===== src/rtl/bomb_pkg.sv =====
// ---------------------------------------------------------------------------
// bomb_pkg : shared state, LED, digit-sentinel and seven-segment definitions
// Revision : 1.0
// ---------------------------------------------------------------------------
`default_nettype none

package bomb_pkg;

  typedef enum logic [1:0] {
    ST_IDLE     = 2'd0,
    ST_ARMED    = 2'd1,
    ST_DEFUSED  = 2'd2,
    ST_EXPLODED = 2'd3
  } state_e;

  localparam logic [3:0] C_LED_IDLE     = 4'b0001;
  localparam logic [3:0] C_LED_ARMED    = 4'b0010;
  localparam logic [3:0] C_LED_DEFUSED  = 4'b0100;
  localparam logic [3:0] C_LED_EXPLODED = 4'b1000;

  // Countdown drives both digits to F when it underflows past 00.
  localparam logic [3:0] C_DIGIT_SENTINEL = 4'hF;

  // Active-high segments {g,f,e,d,c,b,a}; non-decimal codes (incl. sentinel) blank.
  function automatic logic [6:0] seg7_encode(input logic [3:0] digit);
    logic [6:0] seg;
    case (digit)
      4'd0:    seg = 7'b0111111;
      4'd1:    seg = 7'b0000110;
      4'd2:    seg = 7'b1011011;
      4'd3:    seg = 7'b1001111;
      4'd4:    seg = 7'b1100110;
      4'd5:    seg = 7'b1101101;
      4'd6:    seg = 7'b1111101;
      4'd7:    seg = 7'b0000111;
      4'd8:    seg = 7'b1111111;
      4'd9:    seg = 7'b1101111;
      default: seg = 7'b0000000;
    endcase
    return seg;
  endfunction

endpackage

`default_nettype wire


===== src/rtl/edge_det.sv =====
// ---------------------------------------------------------------------------
// edge_det : registered-history rise/fall detector, one bit per input line
// Revision : 1.0
// ---------------------------------------------------------------------------
`default_nettype none

module edge_det #(
  parameter int W = 1
) (
  input  logic         clk,
  input  logic         rst,
  input  logic [W-1:0] d_i,
  output logic [W-1:0] rise_o,
  output logic [W-1:0] fall_o
);

  logic [W-1:0] prev_q;

  // Reset also captures the live input so no edge is reported right after reset.
  always_ff @(posedge clk) begin
    if (rst) begin
      prev_q <= d_i;
    end else begin
      prev_q <= d_i;
    end
  end

  assign rise_o = d_i & ~prev_q;
  assign fall_o = prev_q & ~d_i;

endmodule

`default_nettype wire


===== src/rtl/bomb_game_ctrl.sv =====
// ---------------------------------------------------------------------------
// bomb_game_ctrl : arms the countdown, judges wire cuts/expiry, drives LEDs
// Revision       : 1.0
// ---------------------------------------------------------------------------
`default_nettype none

module bomb_game_ctrl
  import bomb_pkg::*;
#(
  parameter int            NW          = 4,
  parameter logic [NW-1:0] SAFE_MASK   = 4'b0101,
  parameter int            MAX_STRIKES = 2,
  parameter int            BLINK_DIV   = 500
) (
  input  logic          clk,
  input  logic          rst,
  input  logic          btn_start,
  input  logic [NW-1:0] wires,
  input  logic [3:0]    s1,
  input  logic [3:0]    s2,
  output logic          start,
  output logic          success,
  output logic [3:0]    state_led,
  output logic [1:0]    strikes,
  output logic          wire_fault,
  output logic          buzzer
);

  localparam int            BW           = (BLINK_DIV > 1) ? $clog2(BLINK_DIV) : 1;
  localparam logic [BW-1:0] C_BLINK_LAST = BW'(BLINK_DIV - 1);
  localparam logic [1:0]    C_MAX_STRK   = 2'(MAX_STRIKES);
  localparam logic [NW-1:0] C_ALL_ONES   = '1;

  state_e        state_q, state_d;
  logic [1:0]    strikes_q, strikes_d;
  logic          wire_fault_q, wire_fault_d;
  logic          buzzer_q, buzzer_d;
  logic          start_q, start_d;
  logic          success_q, success_d;
  logic [3:0]    led_q, led_d;
  logic [BW-1:0] blink_q, blink_d;
  logic [NW-1:0] safe_cut_q, safe_cut_d;

  logic          w_btn_rise;
  logic [NW-1:0] w_wire_fall;
  logic          w_expired;
  logic          w_trap_cut;
  logic          w_safe_done;
  logic [1:0]    w_strikes_inc;

  edge_det #(.W(1)) u_btn_edge (
    .clk    (clk),
    .rst    (rst),
    .d_i    (btn_start),
    .rise_o (w_btn_rise),
    .fall_o ()
  );

  edge_det #(.W(NW)) u_wire_edge (
    .clk    (clk),
    .rst    (rst),
    .d_i    (wires),
    .rise_o (),
    .fall_o (w_wire_fall)
  );

  assign w_expired     = (s1 == C_DIGIT_SENTINEL) && (s2 == C_DIGIT_SENTINEL);
  assign w_trap_cut    = |(w_wire_fall & ~SAFE_MASK);
  assign w_strikes_inc = (strikes_q == 2'd3) ? 2'd3 : strikes_q + 2'd1;
  // Safe cuts are remembered, so reconnecting a safe wire cannot undo progress.
  assign w_safe_done   = ((safe_cut_q | w_wire_fall) & SAFE_MASK) == SAFE_MASK;

  always_comb begin
    state_d      = state_q;
    strikes_d    = strikes_q;
    wire_fault_d = wire_fault_q;
    buzzer_d     = buzzer_q;
    blink_d      = blink_q;
    safe_cut_d   = safe_cut_q;

    unique case (state_q)
      ST_IDLE: begin
        if (w_btn_rise) begin
          if (wires == C_ALL_ONES) begin
            state_d      = ST_ARMED;
            strikes_d    = 2'd0;
            wire_fault_d = 1'b0;
            safe_cut_d   = '0;
          end else begin
            wire_fault_d = 1'b1;
          end
        end
      end
      ST_ARMED: begin
        safe_cut_d = safe_cut_q | (w_wire_fall & SAFE_MASK);
        if (w_expired) begin
          state_d = ST_EXPLODED;
        end else if (w_trap_cut) begin
          strikes_d = w_strikes_inc;
          if (w_strikes_inc >= C_MAX_STRK) begin
            state_d = ST_EXPLODED;
          end
        end else if (w_safe_done) begin
          state_d = ST_DEFUSED;
        end
        // Alarm starts sounding immediately on explosion.
        if (state_d == ST_EXPLODED) begin
          buzzer_d = 1'b1;
          blink_d  = '0;
        end
      end
      ST_DEFUSED: begin
        buzzer_d = 1'b0;
        if (w_btn_rise) begin
          state_d = ST_IDLE;
        end
      end
      ST_EXPLODED: begin
        if (w_btn_rise) begin
          state_d  = ST_IDLE;
          buzzer_d = 1'b0;
          blink_d  = '0;
        end else if (blink_q == C_BLINK_LAST) begin
          blink_d  = '0;
          buzzer_d = ~buzzer_q;
        end else begin
          blink_d  = blink_q + BW'(1);
        end
      end
      default: state_d = ST_IDLE;
    endcase

    start_d   = 1'b0;
    success_d = 1'b0;
    led_d     = C_LED_IDLE;
    case (state_d)
      ST_ARMED: begin
        start_d = 1'b1;
        led_d   = C_LED_ARMED;
      end
      ST_DEFUSED: begin
        start_d   = 1'b1;
        success_d = 1'b1;
        led_d     = C_LED_DEFUSED;
      end
      ST_EXPLODED: led_d = buzzer_d ? C_LED_EXPLODED : 4'b0000;
      default:     led_d = C_LED_IDLE;
    endcase
  end

  always_ff @(posedge clk) begin
    if (rst) begin
      state_q      <= ST_IDLE;
      strikes_q    <= 2'd0;
      wire_fault_q <= 1'b0;
      buzzer_q     <= 1'b0;
      start_q      <= 1'b0;
      success_q    <= 1'b0;
      led_q        <= C_LED_IDLE;
      blink_q      <= '0;
      safe_cut_q   <= '0;
    end else begin
      state_q      <= state_d;
      strikes_q    <= strikes_d;
      wire_fault_q <= wire_fault_d;
      buzzer_q     <= buzzer_d;
      start_q      <= start_d;
      success_q    <= success_d;
      led_q        <= led_d;
      blink_q      <= blink_d;
      safe_cut_q   <= safe_cut_d;
    end
  end

  assign start      = start_q;
  assign success    = success_q;
  assign state_led  = led_q;
  assign strikes    = strikes_q;
  assign wire_fault = wire_fault_q;
  assign buzzer     = buzzer_q;

endmodule

`default_nettype wire


===== config.mk =====
export PLATFORM = sky130hd
export DESIGN_NAME = bomb_game_ctrl
export DESIGN_NICKNAME = d
export VERILOG_FILES = /design/src/rtl/bomb_pkg.sv /design/src/rtl/edge_det.sv /design/src/rtl/bomb_game_ctrl.sv
export SDC_FILE = /design/constraint.sdc
export NUM_CORES = 1
export LEC_CHECK = 0
export ABC_AREA = 1
export CAP_MARGIN = 20
export CORE_MARGIN = 4
export CORE_UTILIZATION = 45
export CTS_CLUSTER_SIZE = 28
export DETAILED_ROUTE_END_ITERATION = 12
export PLACE_DENSITY_LB_ADDON = 0.05
export SKIP_LAST_GASP = 1
export SLEW_MARGIN = 15
export SYNTH_ARGS = -nofsm -noshare
export SYNTH_HDL_FRONTEND = slang
export SYNTH_SLANG_ARGS = --single-unit

===== constraint.sdc =====
create_clock -name clk -period 4.2 [get_ports clk]
set_input_delay 0.63 -clock clk [delete_from_list [all_inputs] [get_ports clk]]
set_output_delay 0.63 -clock clk [all_outputs]
set_load 0.005 [all_outputs]

# Yosys cells after proc, flatten, opt, wreduce, memory -nomap -nowiden
# Index checks and enable logic that the tools add are counted.
dict set report op_classes {
  eq_ne 18
  n_lt_le_gt_ge 1
  shift 0
  mul 0
  n_mux 31
  n_div 0
  reduce_logical 11
  n_bitwise 7
  add_sub_neg 2
}
# op count
set ops {}
lappend ops {{9-bit two-way mux} 3}
lappend ops {{2-bit two-way mux} 13}
lappend ops {{9-bit case mux with 2 select lines} 1}
lappend ops {{2-bit == test, second input constant} 7}
lappend ops {{4-bit == test, second input constant} 3}
lappend ops {{4-bit two-way mux} 3}
lappend ops {{4-bit case mux with 3 select lines} 1}
lappend ops {{9-bit by 1-bit adder with 9-bit output, second input constant} 1}
lappend ops {{9-bit == test, second input constant} 1}
lappend ops {{2-bit inequality test, second input constant} 4}
lappend ops {{4-bit case mux with 2 select lines} 1}
lappend ops {{1-bit two-way mux} 6}
lappend ops {{2-bit case mux with 3 select lines} 1}
lappend ops {{2-bit OR reduction} 3}
lappend ops {{5-bit AND reduction} 1}
lappend ops {{4-bit AND} 1}
lappend ops {{2-bit by 1-bit == test with 1-bit output, second input constant} 2}
lappend ops {{4-bit NOT} 1}
lappend ops {{4-bit by 3-bit OR with 4-bit output} 1}
lappend ops {{2-bit case mux with 2 select lines} 1}
lappend ops {{2-bit AND reduction} 2}
lappend ops {{2-bit nonzero test} 2}
lappend ops {{3-bit OR} 1}
lappend ops {{1-bit case mux with 3 select lines} 1}
lappend ops {{other kinds (8)} 9}
dict set report word_totals {
  ram_bits 0
  mem_count 0
  inputBits 15
  wordCells 81
  latchBits 0
  romBits 0
  register_bits 30
  out_inout_bits 10
}

# Logic depth before layout (Yosys ltp)
dict set report logic_depth {
  ltp_word 13
  ltp_mapped 13
  mapped_depth_nobuf 13
}

# By module
# Synthesis repeated with hierarchy kept, for this count alone.
dict set report unflattened {
  cells_unflattened 207
  area_unflattened_um2 1395.1
}
# module area_each_um2 cells_per_inst seq_area_each_um2 instances
set modules_own_cells {}
lappend modules_own_cells {bomb_game_ctrl 1219.9 182 440.4 1}
lappend modules_own_cells {{edge_det (u_wire_edge)} 140.1 20 80.1 1}
lappend modules_own_cells {{edge_det (u_btn_edge)} 35.0 5 20.0 1}

# Worst setup path after synthesis
# OpenSTA, ideal clock, no wires.
dict set report synth_path {
  path_type {input -> register}
  from {input port wires[3]}
  to {register led_q[0] (netlist: state_led[0])}
  t_arrival_ns 1.735
  setup_ns 0.123
  required_time_ns 4.077
  path_stages 12
  path_buffers 0
  path_slack_ns 2.342
  path_cell_list {inv_1 -> nand2_1 -> nand2_1 -> nand2_1 -> nand2_1 -> clkinv_1 -> nand3_2 -> nand2_1 -> nand2_1 -> inv_1 -> ha_1 -> or2_2}
}
dict set report synth_between {
  elab_chain_cells 9
  elab_cells_between_ends 14
  classes_between {eq/ne: 4; mux: 7; bitwise: 2; reduce/logical: 1}
}
# item line
set synth_lines {}
lappend synth_lines {{start, declared} bomb_game_ctrl.sv:18} ;# input logic [NW-1:0] wires,
lappend synth_lines {{4-bit NOT} edge_det.sv:29} ;# assign fall_o = prev_q & ~d_i;
lappend synth_lines {{4-bit AND} edge_det.sv:29}
lappend synth_lines {{2-bit OR reduction} bomb_game_ctrl.sv:68} ;# assign w_trap_cut = |(w_wire_fall & ~SAFE_MASK);
lappend synth_lines {{2-bit two-way mux} bomb_game_ctrl.sv:98} ;# end else if (w_trap_cut) begin
lappend synth_lines {{2-bit two-way mux} bomb_game_ctrl.sv:96} ;# if (w_expired) begin
lappend synth_lines {{2-bit two-way mux} bomb_game_ctrl.sv:81} ;# unique case (state_q)
lappend synth_lines {{2-bit case mux with 3 select lines *} bomb_game_ctrl.sv:81}
lappend synth_lines {{named net state_d[1]} bomb_game_ctrl.sv:34} ;# state_e state_q, state_d;
lappend synth_lines {{2-bit == test / 2-bit by 1-bit == test with 1-bit output (equally long branches)} bomb_game_ctrl.sv:136} ;# case (state_d)
lappend synth_lines {{4-bit case mux with 3 select lines *} bomb_game_ctrl.sv:136}
lappend synth_lines {{named net led_d[0]} bomb_game_ctrl.sv:40} ;# logic [3:0] led_q, led_d;
lappend synth_lines {{end signal, assigned} bomb_game_ctrl.sv:169} ;# led_q <= led_d;
lappend synth_lines {{end, declared} bomb_game_ctrl.sv:40}
# Mark *: on every way through the listed nets, which the timed path passes. The rest lies on a longest branch. The select of a mux whose other input is x is not followed.
# A chain may end at the register's enable or synchronous reset.

# Final worst setup path
dict set report layout_path {
  from {input port wires[1]}
  to {register led_q[0] (netlist: state_led[0])}
}
dict set report layout_between {
  elab_chain_cells 9
  elab_cells_between_ends 14
  classes_between {eq/ne: 4; mux: 7; bitwise: 2; reduce/logical: 1}
}
# item line
set layout_lines {}
lappend layout_lines {{4-bit NOT} edge_det.sv:29}
lappend layout_lines {{4-bit AND} edge_det.sv:29}
lappend layout_lines {{2-bit OR reduction} bomb_game_ctrl.sv:68}
lappend layout_lines {{2-bit two-way mux} bomb_game_ctrl.sv:98}
lappend layout_lines {{2-bit two-way mux} bomb_game_ctrl.sv:96}
lappend layout_lines {{2-bit two-way mux} bomb_game_ctrl.sv:81}
lappend layout_lines {{2-bit case mux with 3 select lines *} bomb_game_ctrl.sv:81}
lappend layout_lines {{2-bit == test / 2-bit by 1-bit == test with 1-bit output (equally long branches)} bomb_game_ctrl.sv:136}
lappend layout_lines {{4-bit case mux with 3 select lines *} bomb_game_ctrl.sv:136}
lappend layout_lines {{named net led_d[0]} bomb_game_ctrl.sv:40}
# Marked as above.

==> summary.md <==
| Metric | Value |
|---|---|
| Status | completed |
| Sequential standard cell area | approximately 540 um^2 |
| Dominant cell type by area after synthesis | dfxtp_1 |
| Fillers | 310 |
| Register area share after synthesis | 37.15% |
| Ports | 25 |
| Max Freq | approximately 0.46 GHz |
| Yosys warnings | 0 |
| Post-synth ARST share | 0% |
| Cells after Synth | 200 |
| Post-CTS Resized | 0 |
| DR WL/cell | 11.44 um |
| Overall routing resource usage | 15.68% |
| Post-route ant nets | 0 |
| Synth Flop Type | dfxtp_1 |
| Ant diodes | 0 |
| Crit path max-delay family | simple AND/OR/NAND/NOR gates |
| DR iter-0 viols | 94 |
| CTS clock-pin slew for the worst setup and hold paths | 0.14 ns |
| Post-route minimum period | around 2.2 ns |
| Critical Path AT | ~2.4 ns |
| Gp weighted congestion | slightly below 0.9 |
| Largest stage delay, worst path | 0.50 ns |
| Share of layout cells above drive strength 1 | 12.50% |
| Critical Setup Path Class | input port to flip-flop |
| Global-route wire length before repair | 5264 um |
| Power density over the cells | between 200 and 250 nW/um^2 |
| Worst vdd ir | 0.1330 mV |
| Hold buffers post-CTS | 0 |
| Slew HR | 50.18% |
| Via density | 4.851 |
| Tightest Hold Check Type | flip-flop to flip-flop |
| Net count after synthesis | 220 |
| CP max stage cell | clkdlybuf4s50_1 |
| Die boundary width | 64.87 um |
| Final WL | 3066 um |
| Die area | 4207 um^2 |
| Final Hold Fails | 0 |
| Endpoints failing setup | 0 |
| Pleak | 0.7193 nW |
| Drt pass-1 iters | 4 |
| Seq cells post-synth | 27 |
| Footprint of the multi-input gates | 772.0 um^2 |
| CTS tree | yes |
| Final #Nets | about 250 |
| DR vias | about 1,300 |
| Die Span Y | between 60 and 70 um |
| Pre-CTS setup slack | 1.678 ns |
| Half-perimeter wire length after placement | roughly 2300 um |
| Core Box Area | around 3100 um^2 |
| Mapped Area | between 1000 and 1500 um^2 |
| Critical Path Start Type | input port |
| Setup repair bufs after CTS | 0 |
| Period utilisation layout | between 50% and 60% |
| Number of max-cap violations | 0 |
| Num Clock Sinks | 27 |
| Gr ovfl total | 0 |
| Htree depth | 1 |
| Crit Path Max Fanout | 4 |
| Critical-path cell list | clkdlybuf4s50_1 > inv_1 > nand2_1 > nand2_1 > inv_1 > nand3_1 > nand3_2 > nand2_1 > o211ai_1 > nand2_1 > ha_1 > or2_2 |
| Largest net degree at the start of global routing | 21 |
| Clk root buf | clkbuf_4 |
| Critical path required time | about 4.4 ns |
| Endpoint class of the critical path | flip-flop |
| Post-synth EDFFs | 0 |
| Number of port buffers | 24 |
| Synth-to-layout area growth | 20.55% |
| Total negative setup slack | 0 ns |
| Num CTS Buffers | 3 |
| Initial core utilization | 47.28% |
| Post-synth top area share | a little under two fifths |
| Mapped Avg Cell Area | between 7 and 8 um^2 |
| Worst Path Buf+Inv | 3 |
| Antenna violations before repair | 0 |
| Setup ws final | about 2 ns |
| Maximum root-to-sink buffer count | 2 |
| Library cells used by synthesis | 28 |
| Clk_lat worst skew | 0.34 ns |
| Post-route DRC | 0 |
| Unrepaired setup endpoints after global routing | no |
| Row count | 20 |
| Vias in the first global route | 1,251 |
| Most frequent CP cell | nand2_1 |
| Largest cells by area after synthesis | dfxtp_1 37%, nand2_1 10%, inv_1 7.0% |
| Clk_skew | 0.003183 ns |
| Worst-Margin Slew | 0.7450 ns |
| Max Slew Vio Count | 0 |
==> worst paths after layout <==
kind                              startpoint                          to  slack, ns  cells past startpoint
setup / recovery                    wires[1]     state_led[0]$_SDFF_PP1_       2.04                     12
hold / removal    safe_cut_q[0]$_SDFFE_PP0P_  safe_cut_q[0]$_SDFFE_PP0P_       0.48                      2
setup reg to reg     strikes[1]$_SDFFE_PP0P_            start$_SDFF_PP0_       2.49                     10
hold reg to reg   safe_cut_q[0]$_SDFFE_PP0P_  safe_cut_q[0]$_SDFFE_PP0P_       0.48                      2
==> layout make-up <==
type / instances / area share [%]
clock buffer: 4 / 1.498
tap: 44 / 3.138
sequential: 27 / 30.81
multi-input combinational: 137 / 44.01
inverter: 32 / 6.847
timing repair buffer: 24 / 13.69
==> report_power, final <==
part           internal [mW]  switching (mW)  total (mW)
sequential             0.261         0.00213       0.263
combinational         0.0197          0.0183      0.0380
clock                 0.0374          0.0785       0.116
==> cell usage after synthesis (2+ instances only) <==
master / n
a21oi_1: 18
buf_4: 2
clkbuf_1: 2
dfxtp_1: 27
ha_1: 5
inv_1: 27
inv_2: 4
nand2_1: 40
nand2_2: 6
nand3_1: 20
nand3_2: 2
nand3_4: 2
nand4_1: 6
nor2_1: 16
nor2_2: 2
nor2_4: 4
o21ai_0: 3
o21ai_2: 2
xor2_1: 3
==> stage by stage <==
stage,std cells,hold slack (ns),total power [mW],util (%),instance area [um^2]
2_1_floorplan,200,0.4392,0.2854,-,1455
3_3_place_gp,264,0.4481,0.3057,56.14,1728
3_5_place_dp,264,0.4624,0.3066,56.14,1728
4_1_cts,268,0.4827,0.4244,56.99,1754
5_1_grt,268,0.5056,0.4380,56.99,1754
6_report,268,0.4788,0.4166,56.99,1754
==> state kept, by name, summed over array words and instances (netlist names) <==
signal              flops
u_wire_edge.prev_q      4
blink_q                 9
u_btn_edge.prev_q       1
start                   1
state_led               4
wire_fault              1
buzzer                  1
state_q                 2
strikes                 2
safe_cut_q              2
==> cell usage in the layout (no fill, tap or decap), drive strengths merged <==
master and n:
dfxtp 27, clkdlybuf4s50 24, o211ai 1, nand2 46
a31oi 1, a21oi 18, nand3b 1, or2 2
nand3 24, inv 31, o21ai 6, nor3 2
nand4 6, clkinv 1, ha 5, nor2 22
xor2 3, clkbuf 4
==> per-layer routing <==
| layer | track usage (%) | up-vias | wire [um] |
|---|---|---|---|
| met5 | 0 | - | 0 |
| met4 | 7.124 | 0 | 59 |
| met3 | 3.120 | 5 | 171 |
| met2 | 26.18 | 34 | 1328 |
| met1 | 19.28 | 568 | 1507 |
| li1 | - | 693 | - |
==> tightest hold or removal path: stages (launching register included) <==
cell and delay (ns):
dfxtp_1 0.34, nand2_1 0.06, a21oi_1 0.05
==> cells by family after synthesis <==
family | after synthesis | share of synthesized area (%)
and+or+nand+nor | 103 | 37.23
adders and majority gates | 5 | 4.299
DFF | 27 | 37.15
AOI/OAI and AO/OA | 26 | 9.717
buffers and inverters | 36 | 9.802
xor gates and xnor gates | 3 | 1.806
Note: power is estimated with default switching activity, not from simulation.
==> variant (same flow settings) <==
Set the parameter `NW` to 6 (it was 4).
--- a/src/rtl/bomb_game_ctrl.sv
+++ b/src/rtl/bomb_game_ctrl.sv
@@ -7,7 +7,7 @@
 module bomb_game_ctrl
   import bomb_pkg::*;
 #(
-  parameter int            NW          = 4,
+  parameter int            NW          = 6,
   parameter logic [NW-1:0] SAFE_MASK   = 4'b0101,
   parameter int            MAX_STRIKES = 2,
   parameter int            BLINK_DIV   = 500
Interface: changed (resized wires); port bits go from 25 to 27. No check against the original RTL was run, so the function may have changed too.
==> variant against the unedited design <==
  * Clock power increased by 43%
  * Non-clock buffer count up 2
  * Power increased by 15%
  * Area after synthesis is 0.52% lower
  * Sequential cell count rose by 2
  * Combinational power shrank 10%
  * Setup slack worse by 0.043 ns
  * Synthesized cell count fell by 0.50%
  * Via count rose by 1.6%
  * Routed wire length fell by 1.1%
  * Cell count up 1.5%
  * Design area up 2.5%
  * Die area shrank 0.45%
  * Critical endpoint unchanged
  * Largest cell class unchanged
==> variant: results <==
[global_routing]
track_usage_pct = 16.61
grt_first_pass_wirelength_um = 5388
use_met3_pct = 6.239
met2_usage_pct = 29.76
grtUsageMet1_pct = 17.76

[route]
wl_met2_um = 1595
route.vias.total = 1321
drt-met1-wl_um = 1294
drt_iter0_drc = 62
wl_met3_um = 115

[finish]
layout-drive-gt1-share_pct = 9.649
num-fill-cells = 296

[power]
power.total_w = 0.0004811
p_sw_share_pct = 21.71
p_comb_share_pct = 7.1

[setup_path]
reg2reg_depth = 7
cp_max_fo = 3
rrSetupSlack_ns = 2.45
critPathLaunch = wires[4]

[timing]
worstMarginPinSlew_ns = 0.7386
fin_skew_ns = 0.006258

[place]
dp_cells = 265
gp_congestion = 0.8495
dp_hpwl_um = 2398

[clock_network]
cts_made_buffers = 5
clkTransAtPathRegs_ns = 0.09
htreeDepth = 2

[logic_synthesis]
synthAdderAreaFrac_pct = 4.322
synth_area_leaders = dfxtp_1 (40%), nand2_1 (10%), inv_1 (7.5%), nand3_1 (6.6%), a21oi_1 (5.5%)
synth_compound_gate_area_share_pct = 9.507

[min_path]
hold_path.startpoint = safe_cut_q[2]$_SDFFE_PP0P_
whs_endpoint = safe_cut_q[2]$_SDFFE_PP0P_

[status]
status = finished, final reports clean
[variant: layout make-up]
| cell class | instances | area [um^2] | area share (%) |
|---|---|---|---|
| multi-input cells | 133 | 723.2 | 40.22 |
| repair buffers | 26 | 260.3 | 14.47 |
| flip-flops and latches | 29 | 580.6 | 32.29 |
| clock buffers | 7 | 55.05 | 3.062 |
| well taps | 44 | 55.05 | 3.062 |
| inverters | 33 | 123.9 | 6.889 |
[variant: per-stage QoR]
| stage | hold slack [ns] | setup slack, ns | area, um^2 |
|---|---|---|---|
| after floorplan | 0.4391 | 2.328 | 1448 |
| after global placement | 0.4536 | 1.709 | 1743 |
| after detailed placement | 0.4590 | 1.666 | 1743 |
| after CTS | 0.4713 | 2.011 | 1798 |
| after global routing | 0.5174 | 1.813 | 1798 |
| final | 0.4690 | 1.997 | 1798 |
[variant: worst reg2reg max path: stages (launching register included)]
cell	delay, ns
dfxtp_1	0.43
inv_1	0.11
nor2_1	0.33
nand2_1	0.11
nand2_1	0.13
inv_1	0.09
ha_1	0.19
or2_2	0.26
